$ cat config.mk
export PLATFORM = sky130hd
export DESIGN_NAME = mem_port_arbiter
export DESIGN_NICKNAME = d
export VERILOG_FILES = /design/src/rtl/mem_port_arbiter.sv
export SDC_FILE = /design/constraint.sdc
export NUM_CORES = 1
export LEC_CHECK = 0
export BUFFER_PORTS_ARGS = -buffer_cell sky130_fd_sc_hd__buf_2
export CAP_MARGIN = 20
export CORE_MARGIN = 8
export CORE_UTILIZATION = 50
export CTS_CLUSTER_DIAMETER = 50
export CTS_CLUSTER_SIZE = 12
export DETAILED_ROUTE_END_ITERATION = 8
export GPL_ROUTABILITY_DRIVEN = 0
export PLACE_DENSITY_LB_ADDON = 0.05
export SYNTH_ARGS = -nofsm -noshare
export SYNTH_HDL_FRONTEND = slang
export SYNTH_SLANG_ARGS = --single-unit
$ cat constraint.sdc
create_clock -name clk -period 10.3 [get_ports clk]
set_clock_uncertainty 0.1 [all_clocks]
set_input_delay 1.03 -clock clk [delete_from_list [all_inputs] [get_ports clk]]
set_output_delay 1.03 -clock clk [all_outputs]
set_load 0.005 [all_outputs]
$ cat src/rtl/mem_port_arbiter.sv
// mem_port_arbiter: shares one RAM port between instruction fetch (read-only) and the memory stage.
//   clk, rst                           : clock, asynchronous active-high reset
//   if_req, if_addr                    : fetch request, held until if_gnt
//   if_gnt, if_rvalid, if_rdata        : fetch grant, response pulse, registered read data
//   m_req, m_we, m_funct, m_addr, m_wdata : memory-stage request, held until m_gnt
//   m_gnt, m_rvalid, m_rdata           : memory-stage grant, response pulse, registered load data
//   ram_en, ram_we, ram_funct, ram_addr, ram_wdata, ram_rdata : RAM command and read return
//   busy                               : a transaction is in progress
module mem_port_arbiter #(
    parameter int RAM_LATENCY  = 1,
    parameter int STARVE_LIMIT = 2
) (
    input  logic        clk,
    input  logic        rst,
    input  logic        if_req,
    input  logic [31:0] if_addr,
    output logic        if_gnt,
    output logic        if_rvalid,
    output logic [31:0] if_rdata,
    input  logic        m_req,
    input  logic        m_we,
    input  logic [9:0]  m_funct,
    input  logic [31:0] m_addr,
    input  logic [31:0] m_wdata,
    output logic        m_gnt,
    output logic        m_rvalid,
    output logic [31:0] m_rdata,
    output logic        ram_en,
    output logic        ram_we,
    output logic [9:0]  ram_funct,
    output logic [31:0] ram_addr,
    output logic [31:0] ram_wdata,
    input  logic [31:0] ram_rdata,
    output logic        busy
);
    localparam logic [1:0] IDLE  = 2'd0;
    localparam logic [1:0] ISSUE = 2'd1;
    localparam logic [1:0] WAIT  = 2'd2;
    localparam logic [1:0] RESP  = 2'd3;
    logic [1:0]  r_state;
    logic        r_owner;
    logic [3:0]  r_cnt;
    logic [2:0]  r_starve;
    logic        r_we;
    logic [9:0]  r_funct;
    logic [31:0] r_addr;
    logic [31:0] r_wdata;
    logic [31:0] r_if_rdata;
    logic [31:0] r_m_rdata;
    logic        w_win;
    logic        w_m_gnt;
    logic        w_if_gnt;
    logic        w_cap;
    logic        w_active;
    assign w_win    = r_state == IDLE || r_state == RESP;
    // Fetch wins over a competing memory request once it has lost STARVE_LIMIT grants in a row
    assign w_m_gnt  = w_win && m_req && !(if_req && r_starve == 3'(STARVE_LIMIT));
    assign w_if_gnt = w_win && if_req && !w_m_gnt;
    assign w_active = r_state == ISSUE || r_state == WAIT;
    // cnt reaches 0 in the cycle the RAM read data is valid
    assign w_cap    = w_active && r_cnt == 4'd0;
    always_ff @(posedge clk or posedge rst) begin
        if (rst) begin
            r_state    <= IDLE;
            r_owner    <= 1'b0;
            r_cnt      <= 4'd0;
            r_starve   <= 3'd0;
            r_we       <= 1'b0;
            r_funct    <= 10'd0;
            r_addr     <= 32'd0;
            r_wdata    <= 32'd0;
            r_if_rdata <= 32'd0;
            r_m_rdata  <= 32'd0;
        end else begin
            if (w_cap && !r_owner)
                r_if_rdata <= ram_rdata;
            if (w_cap && r_owner && !r_we)
                r_m_rdata <= ram_rdata;
            if (w_m_gnt || w_if_gnt) begin
                r_state  <= ISSUE;
                r_owner  <= w_m_gnt;
                r_cnt    <= 4'(RAM_LATENCY - 1);
                r_we     <= w_m_gnt && m_we;
                r_funct  <= w_m_gnt ? m_funct : 10'd0;
                r_addr   <= w_m_gnt ? m_addr : if_addr;
                r_wdata  <= w_m_gnt ? m_wdata : 32'd0;
                r_starve <= w_if_gnt ? 3'd0 :
                            (if_req && r_starve != 3'(STARVE_LIMIT)) ? r_starve + 3'd1 : r_starve;
            end else if (w_cap) begin
                r_state <= RESP;
            end else if (w_active) begin
                r_state <= WAIT;
                r_cnt   <= r_cnt - 4'd1;
            end else begin
                r_state <= IDLE;
            end
        end
    end
    // Grants are combinational; mask them while reset is held so every output reads 0
    assign if_gnt    = w_if_gnt && !rst;
    assign m_gnt     = w_m_gnt && !rst;
    assign if_rvalid = r_state == RESP && !r_owner;
    assign m_rvalid  = r_state == RESP && r_owner;
    assign if_rdata  = r_if_rdata;
    assign m_rdata   = r_m_rdata;
    assign ram_en    = r_state == ISSUE;
    assign ram_we    = r_state == ISSUE && r_we;
    assign ram_funct = r_funct;
    assign ram_addr  = r_addr;
    assign ram_wdata = r_wdata;
    assign busy      = r_state != IDLE;
endmodule

==> results.md <==
- Status: finished, final reports clean
- Endpoints failing hold: 0
- Clock Path Buffers: 2
- CTS buffer count: 17
- Total gr overflow: 0
- Number of port buffers: ~290
- Leak pwr: roughly 0.0043 µW
- Root Buffer: clkbuf_16
- Fin. max-slew vios: 0
- Ant diodes: 0
- Synth Instances: ~480
- Overall routing resource usage: a little over a fifth
- Critical path, cell by cell: buf_2 -> and3b_2 -> buf_4 -> and2_1 -> buf_2
- Most frequent CP cell: buf_2
- Seq/Total Area, Yosys: between 50% and 60%
- Via count: between 4000 and 5000
- Die X: roughly 130 µm
- CP Data Arrival Time: approximately 3.2 ns
- PD cells: about 350 nW/µm²
- Fill count: 969
- Die Area: between 15000 and 20000 µm²
- Cell area after layout: 8350 µm²
- Sequential Power Share: between 30 and 40%
- Synthesized Nets: between 600 and 700
- Routed vias/inst: approximately 5.3
- Crit start category: primary input
- Largest area contributor in the netlist: dfrtp_1
- Switching portion of total power: approximately a third
- Core area: ~12000 µm²
- Setup crit end kind: output port
- Worst-margin pin slew: between 0.7 and 0.8 ns
- Final setup fails: 0
- DRT iter0 DRCs: around 310
- Final Util: between 60 and 70%
- Clock transition at path regs: about 0.06 ns
- Nets: approximately 900
- DRC violations left: 0
- Worst endpoint required time: 9.17 ns
- Router iterations before antenna repair: 5
- Clk sinks: around 150
- Vias in the first global route: ~5300
- Post-cts resize count: 0
- Area Growth Syn to Fin: 33.9%
- Switching power: around 1000 µW
- Wire per inst: a little under 20 µm
- Fmax: around 230 MHz
- Initial core utilization: just over 50%
- Worst hold path type: reg2reg
- H-tree Lvls: 4
- Clk_lat worst skew: just over 0.4 ns
- Critical path type: in2out
- Post-synth cell types: 32
- First-pass GRT wire length: ~28 mm
- R2R Setup Slk: ~7.6 ns
- CTS tree: yes
- Top_reg_cell synth: dfrtp_1
- Ys Warns: 0
- Top delay family on crit path: buffers and inverters
- Worst Path Max Fanout: 41
- Avg Inst Size Synth: 13.1 µm²
- Die H: approximately 130 µm
- Post-CTS Setup Inserts: 0
- Synthesized flop and latch total: around 150
- Final HPWL DP: 12.7 mm
- Max_slew headroom: 47.4%
- Final wirelength: 17.9 mm
- Pin count of the biggest net entering global routing: 90
- Placed cell areas: roughly 8000 µm²
- Async set-reset flop share out of synthesis: 100%
- RSZ-0062 raised after global routing: false
- IO Count: between 200 and 300
- Max cap viols: 0
- Final ANT Viol Nets: 0
- Hold buffer count at cts: 0
- Setup TNS: 0 ns
- Final period utilization: between 40% and 50%
- Initial antenna violation count: 0
- Post-Syn Area: slightly above 6000 µm²
- Synth top area cells: dfrtp_1 (60%), mux2_4 (7.2%), a22o_1 (6.2%)
- Cell Int Power: ~1900 µW
- Top cell type's share of synthesized area: between 50 and 60%
- Post-synth EDFFs: 0
- Comb pwr share: 43.4%
- Clock power frac: between 20% and 30%
- VDD IR max: ~0.17 mV
- CP bufs+invs: 3
- Share of layout cells above drive strength 1: between 50% and 60%
- Max stage delay on crit path: about 0.83 ns
- Final critical-path required period: 4.35 ns
- Critical-path cell with the highest stage delay: and3b_2
- Core Rows: 40
[registers in the layout (all words and copies together), names as in the netlist]
register,cells
r_cnt,4
if_rdata,32
r_starve,3
ram_addr,32
ram_funct,10
r_state,2
m_rdata,32
r_we,1
ram_wdata,32
r_owner,1
[path summary, 6_finish.rpt]
check / end / cells past startpoint / startpoint
setup reg to reg: ram_addr[27] / 6 / r_state[0]
hold reg to reg: ram_wdata[30] / 1 / ram_wdata[30]
min in group asynchronous: ram_addr[3] / 2 / rst
hold / removal: ram_wdata[30] / 1 / ram_wdata[30]
setup / recovery: m_gnt / 5 / m_req
max in group asynchronous: m_rdata[26] / 3 / rst
[placed cells by master, fill, tap and decap left out, drive strengths merged, types with 6 or more instances in the layout]
master,Yosys,final
mux2,64,64
nand2,68,68
clkbuf,27,23
dfrtp,149,149
ha,6,6
clkinv,0,6
inv,9,9
a22o,44,44
o211ai,33,33
buf,13,294
nand4b,32,32
[power groups by stage]
stage	combinational [µW]	sequential [µW]	clock [µW]
CTS	1290	1040	613
finish	1260	1040	602
detailed placement	1280	1040	0
floorplan	784	1050	0
global placement	1240	1040	0
global route	1380	1080	638
[cells in the mapped netlist, types with 2 or more instances]
library cell / count
nand3_1: 3
dfrtp_1: 149
nand2_1: 68
o211ai_1: 33
buf_2: 10
nand4b_1: 32
a21o_1: 2
ha_1: 6
and2_1: 3
clkbuf_1: 27
or3b_2: 2
a22o_1: 44
mux2_2: 34
o21ai_0: 3
nand2b_1: 2
a21oi_1: 2
mux2_4: 30
inv_1: 9
nor3_1: 2
buf_6: 3
[per-stage QoR]
stage / setup slack, ns / hold slack (ns) / total power, µW / std cells
2_1_floorplan: 4.65 / 0.373 / 1840 / 476
3_3_place_gp: 5.97 / 0.377 / 2280 / 898
3_5_place_dp: 5.94 / 0.381 / 2330 / 898
4_1_cts: 5.94 / 0.399 / 2940 / 930
5_1_grt: 5.78 / 0.412 / 3100 / 930
6_report: 5.95 / 0.396 / 2910 / 930
[kinds of logic (layout without fill, tap and decap cells)]
logic type	count (synthesis)	in the layout	synth area share, %
compound gates	89	89	11.4
fa+ha+maj	6	6	1.20
buf+inv	49	335	3.51
flops	149	149	59.8
mux	65	65	13.5
simple gates	118	118	10.5
[worst reg2reg max path, stage by stage, from the launching register on]
cell and delay, ns:
dfrtp_1 0.38, inv_1 0.07, ha_1 0.29, buf_4 0.25, and3b_2 0.80, buf_4 0.51
o211ai_1 0.18
[layout make-up]
| cell class | count | area, µm² | area share (%) |
|---|---|---|---|
| Tap cell | 168 | 210 | 2.52 |
| Inverter | 9 | 38.8 | 0.465 |
| Multi-Input combinational cell | 278 | 2300 | 27.6 |
| Sequential cell | 149 | 3730 | 44.7 |
| Clock buffer | 23 | 478 | 5.73 |
| Clock inverter | 9 | 101 | 1.21 |
| Timing Repair Buffer | 294 | 1490 | 17.8 |
[metal layers]
metal	global-route usage (%)	wire length (µm)	up-vias	part of all wire (%)
met5	0	0	-	0
met4	7.90	303	0	1.7
met3	6.53	1260	23	7.0
met2	36.3	9110	203	51
met1	25.7	7220	2474	40
li1	-	-	2271	-
Note: power is estimated with default switching activity, not from simulation.
